### src/rtl/uart_tx_fifo.sv
// uart_tx_fifo: byte FIFO feeding an 8N1 UART transmitter.
// Ports: clk_i/rst_i (sync, active-high), data_i/wr_i push side,
// TXD_o serial line, full_o/empty_o/count_o FIFO status,
// busy_o frame in progress, ovf_o one-cycle dropped-write pulse.
module uart_tx_fifo #(
    parameter int CLK_FREQ = 100000000,
    parameter int BAUD     = 9600,
    parameter int DEPTH    = 16
) (
    input  logic                     clk_i,
    input  logic                     rst_i,
    input  logic [7:0]               data_i,
    input  logic                     wr_i,
    output logic                     TXD_o,
    output logic                     full_o,
    output logic                     empty_o,
    output logic [$clog2(DEPTH):0]   count_o,
    output logic                     busy_o,
    output logic                     ovf_o
);

    localparam int DIV = CLK_FREQ / BAUD;
    localparam int AW  = $clog2(DEPTH);
    localparam int BW  = (DIV > 1) ? $clog2(DIV) : 1;
    localparam logic [BW-1:0] BAUD_LAST = BW'(DIV - 1);
    localparam logic [AW:0]   COUNT_MAX = (AW + 1)'(DEPTH);

    typedef enum logic [1:0] {
        IDLE,
        START,
        DATA,
        STOP
    } state_t;

    state_t          state_q;
    state_t          state_d;
    logic [BW-1:0]   baud_q;
    logic [BW-1:0]   baud_d;
    logic [2:0]      bit_q;
    logic [2:0]      bit_d;
    logic [7:0]      shift_q;
    logic [7:0]      shift_d;

    logic [7:0]      mem_q [DEPTH];
    logic [AW-1:0]   wr_ptr_q;
    logic [AW-1:0]   rd_ptr_q;
    logic [AW:0]     count_q;
    logic            ovf_q;

    logic            push;
    logic            pop;
    logic            bit_end;

    // Status comes from registered count only, so wr_i never
    // reaches full_o/empty_o combinationally.
    assign full_o  = (count_q == COUNT_MAX);
    assign empty_o = (count_q == '0);
    assign count_o = count_q;
    assign busy_o  = (state_q != IDLE);
    assign ovf_o   = ovf_q;

    // A write seen while full is dropped even if a pop frees a slot
    // at the same edge.
    assign push    = wr_i && !full_o;
    assign bit_end = (baud_q == BAUD_LAST);

    always_comb begin
        TXD_o = 1'b1;
        unique case (state_q)
            START:   TXD_o = 1'b0;
            DATA:    TXD_o = shift_q[0];
            default: TXD_o = 1'b1;
        endcase
    end

    always_comb begin
        state_d = state_q;
        baud_d  = baud_q + 1'b1;
        bit_d   = bit_q;
        shift_d = shift_q;
        pop     = 1'b0;
        unique case (state_q)
            IDLE: begin
                baud_d = '0;
                bit_d  = '0;
                if (!empty_o) begin
                    pop     = 1'b1;
                    shift_d = mem_q[rd_ptr_q];
                    state_d = START;
                end
            end
            START: begin
                if (bit_end) begin
                    baud_d  = '0;
                    bit_d   = '0;
                    state_d = DATA;
                end
            end
            DATA: begin
                if (bit_end) begin
                    baud_d  = '0;
                    shift_d = {1'b1, shift_q[7:1]};
                    if (bit_q == 3'd7) begin
                        state_d = STOP;
                    end else begin
                        bit_d = bit_q + 3'd1;
                    end
                end
            end
            STOP: begin
                if (bit_end) begin
                    baud_d  = '0;
                    state_d = IDLE;
                end
            end
            default: state_d = IDLE;
        endcase
    end

    always_ff @(posedge clk_i) begin
        if (rst_i) begin
            state_q <= IDLE;
            baud_q  <= '0;
            bit_q   <= '0;
            shift_q <= '0;
        end else begin
            state_q <= state_d;
            baud_q  <= baud_d;
            bit_q   <= bit_d;
            shift_q <= shift_d;
        end
    end

    always_ff @(posedge clk_i) begin
        if (push && !rst_i) begin
            mem_q[wr_ptr_q] <= data_i;
        end
    end

    always_ff @(posedge clk_i) begin
        if (rst_i) begin
            wr_ptr_q <= '0;
            rd_ptr_q <= '0;
            count_q  <= '0;
            ovf_q    <= 1'b0;
        end else begin
            ovf_q <= wr_i && full_o;
            if (push) begin
                wr_ptr_q <= wr_ptr_q + 1'b1;
            end
            if (pop) begin
                rd_ptr_q <= rd_ptr_q + 1'b1;
            end
            if (push && !pop) begin
                count_q <= count_q + 1'b1;
            end else if (pop && !push) begin
                count_q <= count_q - 1'b1;
            end
        end
    end

endmodule

### config.mk
export PLATFORM = sky130hd
export DESIGN_NAME = uart_tx_fifo
export DESIGN_NICKNAME = d
export VERILOG_FILES = /design/src/rtl/uart_tx_fifo.sv
export SDC_FILE = /design/constraint.sdc
export NUM_CORES = 1
export LEC_CHECK = 0
export CORE_ASPECT_RATIO = 2
export CORE_MARGIN = 1
export CORE_UTILIZATION = 36
export CTS_CLUSTER_DIAMETER = 30
export DETAILED_ROUTE_END_ITERATION = 6
export PLACE_DENSITY = 0.5
export SLEW_MARGIN = 5
export SYNTH_ARGS = -nofsm -noshare
export SYNTH_HDL_FRONTEND = slang
export SYNTH_SLANG_ARGS = --single-unit
export TNS_END_PERCENT = 5
### constraint.sdc
create_clock -name clk_i -period 6.6 [get_ports clk_i]
set_input_delay 0.66 -clock clk_i [delete_from_list [all_inputs] [get_ports clk_i]]
set_output_delay 0.66 -clock clk_i [all_outputs]
set_load 0.05 [all_outputs]
* Word level (Yosys, flattened, before mapping)
Memory sizes are Yosys's and may differ from the RTL's. A register that Yosys moved wholly into a read port is not among the register bits.
Cells that the tools add are included.
Widths: inputs -> output; s select.
** Operators by class
- Add/sub/neg operators :: 6
- Multiply operators :: 0
- Divide/modulo/power cells :: 0
- $lt $le $gt $ge :: 0
- Eq/ne operators :: 12
- Shifts and indexed selects :: 0
- Muxes and demuxes :: 24
- Bitwise operators :: 0
- Reductions and logical operators :: 19
** Operators with widths (number)
- $pmux 14 s2 :: 1
- $mux 8 :: 2
- $pmux 8 s2 :: 1
- $add 14x1->14 const B :: 1
- $eq 14x14->1 const B :: 1
- $mux 14 :: 1
- $ne 2x2->1 const B :: 6
- $mux 2 :: 5
- $mux 5 :: 2
- $mux 3 :: 3
- $pmux 3 s3 :: 1
- $add 4x1->4 const B :: 2
- $mux 4 :: 2
- $pmux 2 s4 :: 1
- $reduce_bool 2->1 :: 3
- $add 5x1->5 const B :: 1
- $eq 5x5->1 const B :: 1
- $logic_and 1x1->1 :: 5
- $logic_not 5->1 :: 1
- $reduce_and 5->1 :: 1
- $sub 5x1->5 const B :: 1
- $eq 2x2->1 const B :: 2
- $logic_not 1->1 :: 4
- $mux 1 :: 4
- 9 further kinds :: 9
** Word-level totals
- Register bits :: 41
- Latch bits :: 0
- Memory bits (writable) :: 128
- ROM bits :: 0
- Bits of input ports :: 11
- Word-level logic and storage cells :: 70
- Memories kept :: 1
** Memory list
- mem_q :: words 16, width 8, read ports 1, clocked after memory_dff 1, wr ports 1, line 44 : logic [7:0] mem_q [DEPTH];

* Longest topological paths before layout
- Depth in word-level cells :: 7
- Mapped depth :: 11
- Depth with buffers taken out :: 11

* Worst setup path before layout
Ideal clock, no wire load.
- Path kind :: reg2reg
- From :: register count_q[0], in the netlist count_o[0]
- To :: register count_q[4], in the netlist count_o[4]
- Library setup time :: 121 ps
- Arrival :: 2984 ps
- Required time :: 6479 ps
- Setup slack :: 3495 ps
- Stages on the path, launching flop included :: 11
- Cell sequence :: dfxtp_1 -> or4_4 -> o21ai_4 -> ha_1 -> inv_1 -> ha_1 -> nor2b_1 -> o21a_1 -> or3_1 -> a21oi_1 -> mux2_2
** On the way
- Cells in the longest elaborated chain, start to end :: 6
- Elaborated cells on any way between the ends :: 15
- Classes of those cells :: add/sub (2); eq/ne (1); mux (4); reduce/logical (8)
** RTL lines
- start, declared :: line 47 : logic [AW:0] count_q;
- start signal, assigned :: line 155 : count_q <= count_q + 1'b1;
- start signal, assigned :: line 157 : count_q <= count_q - 1'b1;
- parallel branches: the longest is 6 deep, another holds $sub 5x1->5
Several ways; the timed one is not identified. The select of a mux whose other input is x is not followed.
A chain may end at the register's enable or synchronous reset.

* Worst setup path after layout
- From :: register count_q[0], in the netlist count_o[0]
- To :: register count_q[4], in the netlist count_o[4]
** On the way
- Cells in the longest elaborated chain, start to end :: 6
- Elaborated cells on any way between the ends :: 15
- Classes of those cells :: add/sub (2); eq/ne (1); mux (4); reduce/logical (8)
** RTL lines
- $eq 5x5->1 * :: line 56 : assign full_o = (count_q == COUNT_MAX);
- $logic_not 1->1 * :: line 64 : assign push = wr_i && !full_o;
- $logic_and 1x1->1 * :: line 64
- named net push :: line 50 : logic push;
- $logic_not 1->1 :: line 156 : end else if (pop && !push) begin
- $logic_and 1x1->1 :: line 156
- $reduce_bool 2->1 (no line)
The timed path passes the listed nets; every way through them passes the cells marked *. The select of a mux whose other input is x is not followed.

==> results.cfg <==
[clock_network]
cts-root-buf = clkbuf_16
cts_resized = 0
numCtsBuffers = 17
hold_buffers = 0
clock_path_buffers = 2
clock-sinks = 173
cts.clk_slew.worst_paths_ps = 60
postCtsSetupBuffers = 0
clk_latency_ps = 420
cts_max_level = 4
cts_tree = built

[synth]
synth_top_family_by_area = multiplexers
synth_area_um2 = 7218
synthMuxAreaShare_pct = 11.98
ys_ff_latch = 173
ys_warn_count = 0
netlist_instances = 475
synth-compound-area-share_pct = 5.547
ys_seq_area_share_pct = 65.73
synth_edf_count = 128
synthArstFlopShare_pct = 0
synthFlopType = edfxtp_1
synth.distinct_cells = 50
synth_fa_ha_area_share_pct = 3.397
synth_nets = 505
avgSynthCellArea_um2 = 15.20
synthXorXnorAreaFrac_pct = 2.184
yosys.area_share.simple_pct = 8.251

[sta]
setup_viol_count_final = 0
max_freq_mhz = 294.2
fin_worst_skew_ps = 4.417
finalSetupTns_ps = 0
rsz0062_at_grt = false
layout_setup_ws_ps = 3200
worstMarginPinSlew_ps = 1126
maxSlewHeadroom_pct = 24.37
period_share_pct = 51.51
fin_crit_ps = 3400
final-hold-violation-count = 0
final-max-slew-violation-count = 0

[setup_path]
ff2ff_setup_slack_ps = 3200
startpoint = count_o[0]$_SDFFE_PP0P_
critPathMaxStageDelay_ps = 710
r2r_start = count_o[0]$_SDFFE_PP0P_
worst-path-buf-inv = 1
r2r_cells = 10
endpoint = count_o[4]$_SDFFE_PP0P_
cp.arrival_ps = 3710
crit_path_top_delay_cell = nor4_1
worst-setup-path-type = reg -> reg
worstSetupPathDepth = 10
worstSetupEndpointType = register
rr_endpoint = count_o[4]$_SDFFE_PP0P_
required_ps = 6910
start_kind = register
path_common_cell = ha_1
worstPathMaxFanout = 7
path_delay_family = simple AND/OR/NAND/NOR gates
crit_chain = nor4_1, a21boi_1, ha_1, inv_1, ha_1, nor2b_1, o21a_1, or3_1, a21oi_1, mux2_2

[place]
dp_hpwl_um = 10490
dpl_worst_slack_ps = 2998
port_buffers = 20
dpl-instance-area_um2 = 7657
gp_congestion = 0.7604

[detailed_routing]
via_per_inst = 5.115
avgRoutedWirePerCell_um = 19.72
drt_iter0_markers = 147
vias = 3923
antenna_left = 0
drcViolationCount = 0
detail_route.first_pass.iterations = 4
finalWirelength_um = 15120

[power]
p_switching_w = 0.0009178
swShare_pct = 30.25
intPower_w = 0.002116
peakVddDrop_v = 0.0001637
p_leak_nw = 2.677
sequentialPowerShare_pct = 42.2
p_comb_share_pct = 28.0
power.density_nw_per_um2 = 371.0
clkPwrFrac_pct = 29.8

[global_routing]
grt_start_max_net_pins = 41
grt_pass1_wl_um = 23410
gr-usage-all-layers_pct = 15.91
antenna_found_initial = 0
grt-ovfl-total = 0
grt_pass1_vias = 4040

[floorplan]
die_x_um = 102.1
die_area_um2 = 20650
core.rowCount = 72
die-height_um = 202.3
pin_count = 21
coreArea_um2 = 19460
initial_core_util_pct = 37.09

[layout]
fin_area_um2 = 8175
regArea_um2 = 4746
final_cell_mix = edfxtp_1, nor2_1, dfxtp_1
multi_input_area_um2 = 2263
drive_above_1_share_pct = 11.22
antenna_cells = 0
nets = 526
fillCellCount = 1824
syn2layout_area_growth_pct = 13.26
layout_commonest_cell = edfxtp_1

[min_path]
hold_class = reg -> reg

[status]
status = complete, no violations

[job]
cap_violations = 0
through the flow:
| stage | instances | util [%] | hold slack, ps | total power [W] |
|---|---|---|---|---|
| after floorplan | 475 | - | 426.1 | 0.001959 |
| after global placement | 736 | 39.35 | 447.1 | 0.002163 |
| after detailed placement | 736 | 39.35 | 450.9 | 0.002171 |
| after CTS | 767 | 42.01 | 467.0 | 0.003082 |
| after global routing | 767 | 42.01 | 480.6 | 0.003189 |
| final | 767 | 42.01 | 462.2 | 0.003033 |
power by group through the flow:
stage                     combinational (W)  sequential (W)  clock (W)
after floorplan                    0.000635         0.00132          0
after global placement             0.000860         0.00130          0
after detailed placement           0.000865         0.00131          0
after CTS                          0.000870         0.00128   0.000930
after global routing               0.000929         0.00129   0.000971
final                              0.000849         0.00128   0.000903
Yosys cell counts (3+ instances only):
cell	instances	area, um^2
edfxtp_1	128	3844
o22ai_1	4	25.02
nand2b_1	8	50.05
mux2i_1	20	200.2
buf_2	5	25.02
nor3_1	4	20.02
mux4_2	22	495.5
o22a_1	4	35.03
ha_1	18	225.2
buf_1	4	15.01
xor2_1	13	113.9
o311ai_1	3	26.28
nor2b_1	6	37.54
and3_1	4	25.02
nand3_1	7	35.03
o21a_1	5	37.54
nand4b_1	3	26.28
inv_1	19	71.32
nor2_1	47	176.4
mux4_1	6	157.7
a221oi_1	14	122.6
o21ai_0	5	25.02
nand4_1	6	37.54
or3_1	5	31.28
nand2_1	15	56.30
dfxtp_1	45	900.9
a21oi_1	13	65.06
clkbuf_1	11	41.29
xnor2_1	5	43.79
layer usage:
metal,up-vias,track usage [%],share of wire (%)
met1,2005,15.98,37
met2,54,30.47,60
met3,11,3.320,1.9
li1,1853,-,-
met4,0,6.531,1.1
met5,-,0,0
cells by family after synthesis:
logic type / after synthesis
DFF: 173
muxes: 49
and+or+nand+nor: 117
AOI/OAI and AO/OA: 55
xor gates and xnor gates: 18
buffers and inverters: 44
adders and majority gates: 19
worst min path at each step:
stage                                 to                 start  slack [ps]  cells after the start
floorplan           baud_q[0]$_SDFF_PP0_  baud_q[0]$_SDFF_PP0_         430                      1
global placement    baud_q[0]$_SDFF_PP0_  baud_q[0]$_SDFF_PP0_         450                      1
detailed placement  baud_q[0]$_SDFF_PP0_  baud_q[0]$_SDFF_PP0_         450                      1
CTS                 baud_q[0]$_SDFF_PP0_  baud_q[0]$_SDFF_PP0_         470                      1
global route        baud_q[0]$_SDFF_PP0_  baud_q[0]$_SDFF_PP0_         480                      1
finish              baud_q[0]$_SDFF_PP0_  baud_q[0]$_SDFF_PP0_         460                      1
registers in the layout, indices dropped and copies added, names as in the netlist, named ones only:
| signal | cells |
|---|---|
| mem_q | 128 |
| bit_q | 3 |
| count_o | 5 |
| state_q | 2 |
| ovf_o | 1 |
| shift_q | 8 |
| rd_ptr_q | 4 |
| wr_ptr_q | 4 |
| baud_q | 14 |
area by class of cell:
cell class                 count  area share [%]
clock inverter                 8          0.8571
timing repair buffer          27           3.092
inverter                      19          0.8724
tap                          259           3.964
sequential                   173           58.05
clock buffer                  23           5.479
multi-input combinational    258           27.69
(Power assumes the default switching activity.)
